$ cat src/rtl/board_uart_tx_pkg.sv
// Shared constants, state types and helpers for the board-state UART transmitter.
package board_uart_tx_pkg;

  localparam logic [7:0] ASCII_ZERO = 8'h30;
  localparam logic [7:0] ASCII_ONE  = 8'h31;
  localparam logic [7:0] ASCII_TWO  = 8'h32;
  localparam logic [7:0] ASCII_CR   = 8'h0D;
  localparam logic [7:0] ASCII_LF   = 8'h0A;

  localparam int unsigned BOARD_BITS      = 192;
  localparam int unsigned SQUARES         = 64;
  localparam int unsigned BITS_PER_SQUARE = 3;
  localparam int unsigned FRAME_BYTES     = 67;

  localparam logic [6:0] LAST_BYTE = 7'(FRAME_BYTES - 1);
  localparam logic [6:0] CR_BYTE   = 7'(SQUARES + 1);

  typedef enum logic [1:0] {
    StIdle,
    StStart,
    StData,
    StStop
  } ser_state_e;

  typedef enum logic [1:0] {
    FrIdle,
    FrRun,
    FrDone
  } frame_state_e;

  function automatic logic [7:0] square_ascii(input logic [2:0] code);
    return ASCII_ZERO | {5'b0, code};
  endfunction

endpackage

$ cat src/rtl/uart_tx_byte.sv
// 8N1 byte serializer with baud counter. ready is also high in the last cycle of
// the stop bit so a new byte can follow with no idle gap.
module uart_tx_byte
  import board_uart_tx_pkg::*;
#(
  parameter int unsigned CLKS_PER_BIT = 217
) (
  input  logic       clk,
  input  logic       rst,
  input  logic [7:0] data,
  input  logic       valid,
  output logic       ready,
  output logic       tx
);

  localparam logic [15:0] LastCnt = 16'(CLKS_PER_BIT - 1);

  ser_state_e  state_q, state_d;
  logic [15:0] cnt_q, cnt_d;
  logic [2:0]  bit_q, bit_d;
  logic [7:0]  shift_q, shift_d;
  logic        tx_q, tx_d;
  logic        bit_end;

  assign bit_end = (cnt_q == LastCnt);
  assign tx      = tx_q;

  always_comb begin
    state_d = state_q;
    cnt_d   = cnt_q;
    bit_d   = bit_q;
    shift_d = shift_q;
    tx_d    = tx_q;
    ready   = 1'b0;
    unique case (state_q)
      StIdle: begin
        ready = 1'b1;
        if (valid) begin
          state_d = StStart;
          cnt_d   = '0;
          shift_d = data;
          tx_d    = 1'b0;
        end
      end
      StStart: begin
        cnt_d = cnt_q + 16'd1;
        if (bit_end) begin
          state_d = StData;
          cnt_d   = '0;
          bit_d   = '0;
          tx_d    = shift_q[0];
        end
      end
      StData: begin
        cnt_d = cnt_q + 16'd1;
        if (bit_end) begin
          cnt_d = '0;
          if (bit_q == 3'd7) begin
            state_d = StStop;
            tx_d    = 1'b1;
          end else begin
            bit_d   = bit_q + 3'd1;
            shift_d = shift_q >> 1;
            tx_d    = shift_q[1];
          end
        end
      end
      StStop: begin
        cnt_d = cnt_q + 16'd1;
        ready = bit_end;
        if (bit_end) begin
          cnt_d = '0;
          if (valid) begin
            state_d = StStart;
            shift_d = data;
            tx_d    = 1'b0;
          end else begin
            state_d = StIdle;
          end
        end
      end
      default: state_d = StIdle;
    endcase
  end

  always_ff @(posedge clk) begin
    if (!rst) begin
      state_q <= StIdle;
      cnt_q   <= '0;
      bit_q   <= '0;
      shift_q <= '0;
      tx_q    <= 1'b1;
    end else begin
      state_q <= state_d;
      cnt_q   <= cnt_d;
      bit_q   <= bit_d;
      shift_q <= shift_d;
      tx_q    <= tx_d;
    end
  end

endmodule

$ cat src/rtl/board_uart_tx.sv
// Streams a snapshot of turn plus 64 board squares as one ASCII frame
// (turn digit, 64 square digits, CR, LF) over an 8N1 UART line.
module board_uart_tx
  import board_uart_tx_pkg::*;
#(
  parameter int unsigned CLKS_PER_BIT = 217
) (
  input  logic                  clk,
  input  logic                  rst,
  input  logic [BOARD_BITS-1:0] serialized_board,
  input  logic                  turn,
  input  logic                  send,
  output logic                  tx,
  output logic                  busy,
  output logic                  done
);

  frame_state_e          state_q, state_d;
  logic [6:0]            idx_q, idx_d;
  logic [BOARD_BITS-1:0] board_q, board_d;
  logic [7:0]            ser_data;
  logic                  ser_valid;
  logic                  ser_ready;
  logic [7:0]            sq_base;
  logic [7:0]            next_byte;

  // Byte idx_q+1 is square idx_q for idx_q in 0..63.
  assign sq_base = {1'b0, idx_q[5:0], 1'b0} + {2'b0, idx_q[5:0]};

  always_comb begin
    next_byte = square_ascii(board_q[sq_base +: BITS_PER_SQUARE]);
    if (idx_q == LAST_BYTE - 7'd1) begin
      next_byte = ASCII_LF;
    end else if (idx_q == CR_BYTE - 7'd1) begin
      next_byte = ASCII_CR;
    end
  end

  always_comb begin
    state_d   = state_q;
    idx_d     = idx_q;
    board_d   = board_q;
    ser_valid = 1'b0;
    ser_data  = next_byte;
    unique case (state_q)
      FrIdle, FrDone: begin
        state_d = FrIdle;
        // Byte 0 comes straight from the live turn so its start bit follows acceptance.
        if (send) begin
          state_d   = FrRun;
          idx_d     = '0;
          board_d   = serialized_board;
          ser_valid = 1'b1;
          ser_data  = turn ? ASCII_ONE : ASCII_TWO;
        end
      end
      FrRun: begin
        if (ser_ready) begin
          if (idx_q == LAST_BYTE) begin
            state_d = FrDone;
          end else begin
            ser_valid = 1'b1;
            idx_d     = idx_q + 7'd1;
          end
        end
      end
      default: state_d = FrIdle;
    endcase
  end

  always_ff @(posedge clk) begin
    if (!rst) begin
      state_q <= FrIdle;
      idx_q   <= '0;
      board_q <= '0;
    end else begin
      state_q <= state_d;
      idx_q   <= idx_d;
      board_q <= board_d;
    end
  end

  assign busy = (state_q == FrRun);
  assign done = (state_q == FrDone);

  uart_tx_byte #(
    .CLKS_PER_BIT(CLKS_PER_BIT)
  ) u_uart_tx_byte (
    .clk  (clk),
    .rst  (rst),
    .data (ser_data),
    .valid(ser_valid),
    .ready(ser_ready),
    .tx   (tx)
  );

endmodule

$ cat config.mk
export PLATFORM = sky130hd
export DESIGN_NAME = board_uart_tx
export DESIGN_NICKNAME = d
export VERILOG_FILES = /design/src/rtl/board_uart_tx_pkg.sv /design/src/rtl/uart_tx_byte.sv /design/src/rtl/board_uart_tx.sv
export SDC_FILE = /design/constraint.sdc
export NUM_CORES = 1
export LEC_CHECK = 0
export ABC_AREA = 0
export BUFFER_PORTS_ARGS = -buffer_cell sky130_fd_sc_hd__buf_4
export CORE_MARGIN = 5
export CORE_UTILIZATION = 50
export DETAILED_ROUTE_END_ITERATION = 6
export GPL_TIMING_DRIVEN = 1
export PLACE_DENSITY_LB_ADDON = 0.05
export SLEW_MARGIN = 20
export SYNTH_ARGS = -nofsm -noshare
export SYNTH_HDL_FRONTEND = slang
export SYNTH_SLANG_ARGS = --single-unit
$ cat constraint.sdc
create_clock -name clk -period 3.92 [get_ports clk]
set_input_delay 0.196 -clock clk [delete_from_list [all_inputs] [get_ports clk]]
set_output_delay 0.196 -clock clk [all_outputs]
set_load 0.05 [all_outputs]
==> results.cfg <==
[outcome]
status = completed

[worst_setup_path]
crit_buf_inv = 2
critical_path.max_stage_delay_ns = 1.05
crit-reg2reg-launch = idx_q[1]$_SDFFE_PN0P_
rr_worst_depth = 11
crit_family = adder cells
endpoint_kind = flip-flop
crit_path_start_kind = flip-flop
path_depth = 11
critical_path_class = flip-flop to flip-flop
crit_path_cell_trace = ha_1 > inv_1 > fa_4 > buf_12 > mux2i_1 > o21ai_0 > mux4_2 > nor3_1 > a31oi_1 > a31oi_1 > o31ai_1
path_max_fanout = 35
startpoint = idx_q[1]$_SDFFE_PN0P_
cp.required_ns = 4.32
r2r_setup_slack_ns = 0.27
crit_slowest_cell = fa_4
worstPathArrival_ns = 4.05
timing.rr.end = u_uart_tx_byte.shift_q[1]$_SDFFE_PN0P_
cpMostUsedCell = a31oi_1
endpoint = u_uart_tx_byte.shift_q[1]$_SDFFE_PN0P_

[cts]
postCtsSetupBuffers = 0
cts_buffers = 25
path_clk_slew_ns = 0.06
clock-sinks = 229
cts_resized = 0
clk_latency_ns = 0.53
h-tree-depth = 1
clock_path_buffers = 3
cts_tree = built
cts-root-buf = clkbuf_16
cts_hold_buffers = 190

[floorplanning]
die_height_um = 177
num_rows = 61
dieArea_um2 = 31400
die_w_um = 177
io-pin-count = 199
initial_core_util = 0.505
core_area_um2 = 27700

[power_and_ir_drop]
p_sw_frac = 0.291
switchingPower_uw = 1920
pwr-share-seq = 0.408
power_density_nw_per_um2 = 361
leakage_uw = 0.00695
clkPwrFrac = 0.351
peakVddDrop_mv = 0.296
p_comb_frac = 0.241
p_int_uw = 4680

[yosys]
synth_cell_types = 63
synthFlopType = dfxtp_1
syn_nets = 1678
synthTopCellsByArea = dfxtp_1 33%, mux4_2 22%, nand2_1 12%, a21boi_0 10%, mux4_1 2.6%
synthTopCellsByCount = 459 x nand2_1, 229 x dfxtp_1, 193 x a21boi_0
async_flop_share = 0
synth_top_area_frac = 0.328
synth_most_common_cell = nand2_1
syn-instance-count = 1460
ys.warnings.count = 0
ys_ff_latch = 229
yosysTopAreaCell = dfxtp_1
yosysSeqAreaShare = 0.328
netlist_area_um2 = 14000
synth_edf_count = 0
syn_avg_cell_area_um2 = 9.59

[grt]
grt_pass1_wl_um = 66000
antenna_found_initial = 0
grt_usage = 0.259
overflow = 0
busiest_layer = met2
globalRouteMet2Util = 0.428
grt_max_degree = 126
met3_usage = 0.0369
use_met1 = 0.363
grt_pass1_vias = 12300

[sta]
fin_crit_ns = 3.65
slew_viol_final = 0
fmax_mhz = 274
clock_skew_ns = 0.0168
worst_pin_slew_ns = 1.04
fin_crit_sh = 0.932
maxSlewHeadroom = 0.304
fin_setup_tns_ns = 0
rsz0062_at_grt = false
hold_violations = 0
finalSetupViolations = 0

[final_layout]
finish.utilization = 0.660
nets = 1991
fill_cells = 2208
multi_input_area_um2 = 8750
final_layout_size_suffix_gt1_frac = 0.233
antenna_cells = 0
ff_latch_area_um2 = 4590
syn2layout_area_growth_pct = 30.7

[drt]
drt_pre_antenna_iters = 5
wl_per_cell_um = 18.7
vias = 12400
wl_um = 40600
routed_via_density = 5.71
antenna_left = 0
drc = 0
drtIter0Drc = 1060

[flow_run]
max_cap_viol_count = 0

[placed_design]
hpwl_um = 27200
place.gp.congestion = 0.889
portBuffers = 198

[min_path]
hold_path_class = input port to flip-flop
[how the worst min path moves through the flow]
stage | end | startpoint | slack [ns] | cells past startpoint
after global placement | board_q[2]$_SDFFE_PN0P_ | serialized_board[2] | 0.46 | 3
final | board_q[119]$_SDFFE_PN0P_ | serialized_board[119] | 0.02 | 3
after global routing | board_q[128]$_SDFFE_PN0P_ | serialized_board[128] | 0.04 | 3
after floorplan | board_q[91]$_SDFFE_PN0P_ | serialized_board[91] | 0.34 | 2
after CTS | board_q[119]$_SDFFE_PN0P_ | serialized_board[119] | 0.002 | 3
after detailed placement | board_q[59]$_SDFFE_PN0P_ | serialized_board[59] | 0.47 | 3
[registers in the layout (all words and copies together) (netlist names)]
register,cells
u_uart_tx_byte.state_q,2
u_uart_tx_byte.shift_q,6
idx_q,7
u_uart_tx_byte.cnt_q,16
u_uart_tx_byte.bit_q,3
state_q,2
u_uart_tx_byte.tx,1
board_q,192
[per-layer routing]
metal / wire [um] / vias to the layer above / part of all wire
li1: - / 5861 / -
met1: 17900 / 6032 / 0.44
met2: 19400 / 428 / 0.48
met3: 2390 / 69 / 0.059
met4: 923 / 0 / 0.023
met5: 0 / - / 0
[kinds of logic after synthesis]
logic type / after synthesis / synth area share
muxes: 165 / 0.259
adders and majority gates: 22 / 0.0202
DFF: 229 / 0.328
AOI/OAI and AO/OA: 284 / 0.149
xor gates and xnor gates: 26 / 0.0168
buffers and inverters: 143 / 0.0536
and+or+nand+nor: 591 / 0.174
[layout by cell type, fill, tap and decap left out, types with 10 or more instances in the layout]
cell	netlist	final
a21oi_1	20	20
inv_1	19	19
clkbuf_16	0	25
ha_1	21	20
mux4_2	139	139
o21ai_0	13	13
dlygate4sd3_1	0	190
mux2i_1	10	10
mux4_1	14	14
dfxtp_1	229	228
xnor2_1	14	12
nand2_1	459	459
nor2b_1	12	11
nand4_1	17	17
nand3_1	17	17
nor2_1	42	42
buf_4	11	215
a21boi_0	193	193
[cell type report]
cell class | instances | share of cell area
repair buffers | 410 | 0.198
clock buffers | 37 | 0.0399
inverters | 19 | 0.00390
well taps | 378 | 0.0259
multi-input cells | 1088 | 0.478
flip-flops and latches | 229 | 0.251
clock inverters | 8 | 0.00376
[power by group through the flow]
stage	combinational [uW]	clock (uW)	sequential, uW
after CTS	1580	2350	2690
final	1590	2320	2690
after detailed placement	1420	0	2740
after global placement	1410	0	2730
after floorplan	1050	0	2670
after global routing	1750	2440	2710
[per-stage QoR]
step	instance area, um^2	setup WS (ns)	hold slack [ns]	instances	power, uW
2_1_floorplan	14000	0.500	0.341	1460	3720
3_3_place_gp	15600	0.399	0.460	1934	4140
3_5_place_dp	15600	0.289	0.467	1934	4160
4_1_cts	18300	0.275	0.00159	2169	6620
5_1_grt	18300	0.0333	0.0402	2169	6900
6_report	18300	0.268	0.0192	2169	6600
[tightest hold or removal path: cells and delay by family]
kind	cells	cell delay, ns
AOI/OAI and AO/OA	1	0.09
and+or+nand+nor	1	0.10
buffers and inverters	1	0.11
Note: power is estimated with default switching activity, not from simulation.
